**src/rtl/disp_scanner.sv**
```systemverilog
// disp_scanner: multiplexed 4-digit common-anode 7-segment display driver.
// Captures {s1, s0} into a shadow register once per refresh frame and scans
// it as four hex digits. Each digit slot begins with a guard interval that
// turns all anodes off to suppress ghosting.
//
// Optional feature macro: DISP_LZB_EN compiles in leading-zero blanking.
//
// Parameters:
//   CLK_DIV   - clock cycles per digit slot (>= 2)
//   GUARD_CYC - all-anodes-off cycles at the start of each slot (< CLK_DIV)
// Ports:
//   clk    - system clock
//   reset  - synchronous, active-high reset
//   s0     - CPU output port 0, digits 1 (s0[7:4]) and 0 (s0[3:0])
//   s1     - CPU output port 1, digits 3 (s1[7:4]) and 2 (s1[3:0])
//   frz    - freeze: shadow register holds while high
//   an     - anode enables, active-low, one-hot (registered)
//   seg    - segments {g,f,e,d,c,b,a}, active-low (registered)
//   frame  - one-cycle pulse after each frame-boundary evaluation (registered)
module disp_scanner #(
    parameter int unsigned CLK_DIV   = 50000,
    parameter int unsigned GUARD_CYC = 500
) (
    input  logic       clk,
    input  logic       reset,
    input  logic [7:0] s0,
    input  logic [7:0] s1,
    input  logic       frz,
    output logic [3:0] an,
    output logic [6:0] seg,
    output logic       frame
);

    localparam int unsigned CNT_W = (CLK_DIV > 2) ? $clog2(CLK_DIV) : 1;
    localparam logic [CNT_W-1:0] CNT_MAX = CNT_W'(CLK_DIV - 1);
    localparam logic [CNT_W-1:0] GC_LAST = CNT_W'((GUARD_CYC > 0) ? GUARD_CYC - 1 : 0);
    localparam bit NO_GUARD = (GUARD_CYC == 0);

    typedef enum logic {GUARD, DRIVE} state_t;

    state_t           state, state_nxt;
    logic [CNT_W-1:0] cnt;
    logic [CNT_W-1:0] gc, gc_nxt;
    logic [1:0]       idx;
    logic [15:0]      shd;
    logic             tick_c;
    logic [3:0]       nib_c;
    logic [3:0]       an_nxt;
    logic [6:0]       seg_nxt;

    // Hex font, active-low {g,f,e,d,c,b,a}
    function automatic logic [6:0] font(input logic [3:0] n);
        case (n)
            4'h0: font = 7'h40;
            4'h1: font = 7'h79;
            4'h2: font = 7'h24;
            4'h3: font = 7'h30;
            4'h4: font = 7'h19;
            4'h5: font = 7'h12;
            4'h6: font = 7'h02;
            4'h7: font = 7'h78;
            4'h8: font = 7'h00;
            4'h9: font = 7'h10;
            4'hA: font = 7'h08;
            4'hB: font = 7'h03;
            4'hC: font = 7'h46;
            4'hD: font = 7'h21;
            4'hE: font = 7'h06;
            default: font = 7'h0E;
        endcase
    endfunction

    assign tick_c = (cnt == CNT_MAX);

    // Nibble of the shadow register for the current digit
    always_comb begin
        case (idx)
            2'd0:    nib_c = shd[3:0];
            2'd1:    nib_c = shd[7:4];
            2'd2:    nib_c = shd[11:8];
            default: nib_c = shd[15:12];
        endcase
    end

`ifdef DISP_LZB_EN
    logic blank_c;

    // Digit i blanks when nibbles i..3 are all zero; digit 0 always shows
    always_comb begin
        case (idx)
            2'd1:    blank_c = (shd[15:4] == 12'h000);
            2'd2:    blank_c = (shd[15:8] == 8'h00);
            2'd3:    blank_c = (shd[15:12] == 4'h0);
            default: blank_c = 1'b0;
        endcase
    end
`endif

    // Guard/drive state register
    always_ff @(posedge clk) begin
        if (reset) begin
            state <= GUARD;
            gc    <= '0;
        end else begin
            state <= state_nxt;
            gc    <= gc_nxt;
        end
    end

    // Next state and next display outputs
    always_comb begin
        state_nxt = state;
        gc_nxt    = gc;
        an_nxt    = 4'b1111;
        seg_nxt   = 7'h7F;

        if (tick_c) begin
            state_nxt = NO_GUARD ? DRIVE : GUARD;
            gc_nxt    = '0;
        end else if (state == GUARD) begin
            gc_nxt = gc + CNT_W'(1);
            if (NO_GUARD || gc == GC_LAST) begin
                state_nxt = DRIVE;
            end
        end

        // With no guard interval the GUARD state is never visible
        if (state == DRIVE || NO_GUARD) begin
            an_nxt = ~(4'b0001 << idx);
`ifdef DISP_LZB_EN
            seg_nxt = blank_c ? 7'h7F : font(nib_c);
`else
            seg_nxt = font(nib_c);
`endif
        end
    end

    // Prescaler, digit index, shadow capture and registered outputs
    always_ff @(posedge clk) begin
        if (reset) begin
            cnt   <= '0;
            idx   <= 2'd0;
            shd   <= 16'h0000;
            an    <= 4'b1111;
            seg   <= 7'h7F;
            frame <= 1'b0;
        end else begin
            cnt   <= tick_c ? '0 : cnt + CNT_W'(1);
            an    <= an_nxt;
            seg   <= seg_nxt;
            frame <= tick_c && (idx == 2'd3);
            if (tick_c) begin
                idx <= idx + 2'd1;
            end
            if (tick_c && idx == 2'd3 && !frz) begin
                shd <= {s1, s0};
            end
        end
    end

endmodule

```
**config.mk**
```make
export PLATFORM = sky130hd
export DESIGN_NAME = disp_scanner
export DESIGN_NICKNAME = d
export VERILOG_FILES = /design/src/rtl/disp_scanner.sv
export SDC_FILE = /design/constraint.sdc
export NUM_CORES = 1
export LEC_CHECK = 0
export CAP_MARGIN = 30
export CORE_UTILIZATION = 25
export DETAILED_ROUTE_END_ITERATION = 7
export PLACE_DENSITY = 0.47
export SETUP_SLACK_MARGIN = 0.5
export SLEW_MARGIN = 15
export SYNTH_ARGS = -nofsm -noshare
export SYNTH_HDL_FRONTEND = slang
export SYNTH_SLANG_ARGS = --single-unit
```
**constraint.sdc**
```tcl
create_clock -name clk -period 4.3 [get_ports clk]
set_input_delay 0.86 -clock clk [delete_from_list [all_inputs] [get_ports clk]]
set_output_delay 0.86 -clock clk [all_outputs]
set_load 0.005 [all_outputs]
```
==> summary.md <==
| Metric | Value |
|---|---|
| Critical path endpoint category | `flop` |
| Final hold violation count | `0` |
| Number of setup violations in the final report | `0` |
| Met2 routed WL | `about 2600 um` |
| Die X | `108 um` |
| Yosys reg bits | `63` |
| Final non-filler cell total | `474` |
| Die Y-Extent | `108 um` |
| Area growth from synthesis to layout | `23.5%` |
| Average instance area after synthesis | `9.47 um^2` |
| Number of nets at the end of the flow | `362` |
| Maximum number of buffers from clock root to sink | `2` |
| Share of Yosys cell area claimed by the top area cell type | `0.453` |
| Length of routed wiring on met1 | `2720 um` |
| Worst clock skew on the final layout | `0.00944 ns` |
| Quantity of I/O buffers inserted on ports | `30` |
| R2r setup slk | `1.62 ns` |
| Num CTS Buffers | `9` |
| Starting utilization of the core area | `0.257` |
| Cell at the root of the clock tree | `sky130_fd_sc_hd__clkbuf_8` |
| Diodes inserted | `0` |
| Top-level I/O count | `31` |
| Number of distinct library cells after synthesis | `42` |
| Count of instances resized after the clock tree is built | `0` |
| DP Worst Slack | `approximately 1.5 ns` |
| Most frequently used flop master after synthesis | `sky130_fd_sc_hd__dfxtp_1` |
| Routability congestion estimate | `0.775` |
| Sequential-to-total area share from yosys stat | `0.453` |
| Remaining antenna violation count | `0` |
| Setup TNS after final layout | `0 ns` |
| Highest net fanout along the worst path | `7` |
| Num rows | `38` |
| Post-Synthesis Net Count | `around 330` |
| Max stage delay cell, worst path | `sky130_fd_sc_hd__a222oi_1` |
| Gate count after technology mapping | `around 300` |
| Register clock-pin slew on the reported worst setup and hold paths | `0.07 ns` |
| Cell types occupying the most area after synthesis | `sky130_fd_sc_hd__dfxtp_1 45%, sky130_fd_sc_hd__nor2_1 8.2%, sky130_fd_sc_hd__mux2i_1 7.9%` |
| Number of pins with negative max-slew slack in the final report | `0` |
| Placeable core area | `10800 um^2` |
| Int Power | `0.947 mW` |
| Worst voltage drop across the vdd grid | `0.193 mV` |
| Clock tree from TritonCTS | `built` |
| Detailed-route DRC error count | `0` |
| Final setup margin | `approximately 1.6 ns` |
| Avg WL per Cell | `11.9 um` |
| Net switching fraction of the power | `0.199` |
| Number of violations of the max-capacitance limit | `0` |
| Detailed router's first-iteration violation count | `65` |
| Relative contribution of the clock network to total power | `0.468` |
| Leading cell type by number of instances after synthesis | `sky130_fd_sc_hd__dfxtp_1` |
| Crit path capture | `seg[3]` |
| Hold buffer count at cts | `0` |
| Wire length on met3 | `~280 um` |
| Summed instance area of the synthesized netlist | `around 2800 um^2` |
| Number of vias per cell after detailed routing | `around 4.3` |
| Number of synthesized flops with an enable pin | `0` |
| Achievable clock frequency | `0.373 GHz` |
| Largest net degree at the start of global routing | `24` |
| Comb pwr share | `0.031` |
| Result of the run | `complete, no violations` |
| Cell-by-cell trace of the critical path | `inv_1 -> ha_1 -> a222oi_1 -> nand2_1 -> o21ai_0 -> inv_1 -> ha_1 -> a2111oi_0 -> a41oi_1` |
| Tot GR Track Use | `0.107` |
| Length in cells of the worst reg-to-reg path | `9` |
| Deepest level of the CTS H-tree | `3` |
| Sequential share of power | `0.502` |
| Crit path arrival time | `around 2.9 ns` |
| HP Class | `reg2reg` |
| Area enclosed by the die boundary | `11600 um^2` |
| Sinks on the clock net | `63` |
| Max Used Layer | `met4` |
| Number of cells after detailed placement | `459` |
| Global-route wire length before repair | `9400 um` |
| Aggregate global routing overflow | `0` |
| Number of detailed-route iterations in the first pass | `4` |
| Post-detailed-placement half-perimeter wirelength | `3960 um` |
| Total Power | `1.18 mW` |
| Type of the worst setup path | `reg2reg` |
| Minimum clock period | `2.68 ns` |
| Post CTS Setup Buffer Count | `0` |
| Crit path largest cell delay | `0.43 ns` |
| Async set or reset register ratio after synthesis | `0` |
| Endpoint required time on the critical path | `approximately 4.5 ns` |
| Via count | `2046` |
| Static Leak | `1.29 nW` |
| Worst slew pin tran | `roughly 0.84 ns` |
| Via count of the first global-routing pass | `2023` |
| Setup repair after global routing missed its margin | `no` |
| Warning count from the yosys run | `0` |
| Antenna violations before repair | `0` |
| Worst R2R Start | `idx[0]` |
| Endpoint of the worst-slack reg-to-reg timing path | `seg[3]` |
| Critical path origin | `idx[0]` |
| Proportion of layout cells with a drive suffix above 1 | `0.0719` |
| Relative slew slack | `0.442` |
| Yosys top cell by area | `sky130_fd_sc_hd__dfxtp_1` |
| Reported net switching power | `0.236 mW` |
| Startpoint type of the worst setup path | `flop` |
| Power Dens Cells | `344 nW/um^2` |
| Period utilisation layout | `0.623` |
| Drt total wl | `between 5000 and 6000 um` |
| Clock insertion delay at the later pin of the skew report | `~0.33 ns` |
| List of most frequent post-synthesis cells | `63 x sky130_fd_sc_hd__dfxtp_1, 61 x sky130_fd_sc_hd__nor2_1, 22 x sky130_fd_sc_hd__mux2i_1` |
[area by class of cell]
class | count | area (um^2)
clock inverter | 4 | 70.1
sequential | 63 | 1260
tap | 140 | 175
clock buffer | 11 | 141
fill | 1175 | 7400
inverter | 11 | 41.3
multi-input combinational | 212 | 1430
timing repair buffer | 33 | 323
[worst max-delay path: cells and delay by family, from the launching register on]
kind	cells	cell delay (ns)
compound gates	4	1.25
fa+ha+maj	2	0.54
simple gates	1	0.08
flops	1	0.38
buf+inv	2	0.25
[cell families (layout without fill, tap and decap cells)]
kind of cell / count (synthesis) / in the layout / share of synthesized area
compound gates: 20 / 20 / 0.0557
xor+xnor: 30 / 30 / 0.0943
fa+ha+maj: 13 / 13 / 0.0584
buf+inv: 19 / 59 / 0.0341
flops: 63 / 63 / 0.453
mux: 23 / 23 / 0.0831
simple gates: 126 / 126 / 0.221
[metal layers]
metal | track usage | vias up
met1 | 0.129 | 931
met4 | 0.0323 | 0
met3 | 0.0400 | 8
met2 | 0.174 | 42
li1 | - | 1065
met5 | 0 | -
[stage by stage]
stage / hold WS [ns] / area (um^2) / util
global placement: 0.446 / 3230 / 0.298
floorplan: 0.430 / 2790 / -
global route: 0.508 / 3440 / 0.317
finish: 0.463 / 3440 / 0.317
detailed placement: 0.458 / 3230 / 0.298
CTS: 0.473 / 3440 / 0.317
[power by group through the flow]
| stage | registers [mW] | clock network, mW | logic, mW |
|---|---|---|---|
| final | 0.593 | 0.553 | 0.0365 |
| after global routing | 0.594 | 0.601 | 0.0394 |
| after CTS | 0.593 | 0.574 | 0.0375 |
| after detailed placement | 0.606 | 0 | 0.0370 |
| after global placement | 0.606 | 0 | 0.0370 |
| after floorplan | 0.605 | 0 | 0.0149 |
[sequential cells by signal, summed over array words and instances (netlist names)]
name / cells
state: 1
cnt: 16
idx: 2
shd: 16
seg: 7
frame: 1
gc: 16
an: 4
[worst min-delay path by stage]
stage          startpoint      to  cells after the start
4_1_cts            cnt[0]  cnt[0]                      1
5_1_grt            cnt[0]  cnt[0]                      1
6_report           cnt[0]  cnt[0]                      1
2_1_floorplan      cnt[0]  cnt[0]                      1
3_5_place_dp       cnt[0]  cnt[0]                      1
3_3_place_gp       cnt[0]  cnt[0]                      1
[placed cells by master, fill, tap and decap left out, types with 3 or more instances in the layout]
| master | count |
|---|---|
| sky130_fd_sc_hd__a221o_1 | 3 |
| sky130_fd_sc_hd__a22oi_1 | 3 |
| sky130_fd_sc_hd__and3_1 | 4 |
| sky130_fd_sc_hd__buf_4 | 3 |
| sky130_fd_sc_hd__clkbuf_8 | 10 |
| sky130_fd_sc_hd__clkdlybuf4s50_1 | 30 |
| sky130_fd_sc_hd__dfxtp_1 | 63 |
| sky130_fd_sc_hd__ha_1 | 13 |
| sky130_fd_sc_hd__inv_1 | 11 |
| sky130_fd_sc_hd__mux2i_1 | 22 |
| sky130_fd_sc_hd__nand2_1 | 19 |
| sky130_fd_sc_hd__nand3_1 | 11 |
| sky130_fd_sc_hd__nand4_1 | 5 |
| sky130_fd_sc_hd__nor2_1 | 61 |
| sky130_fd_sc_hd__nor3_1 | 10 |
| sky130_fd_sc_hd__o21ai_0 | 4 |
| sky130_fd_sc_hd__xnor2_1 | 13 |
| sky130_fd_sc_hd__xor2_1 | 17 |
(Power assumes the default switching activity.)
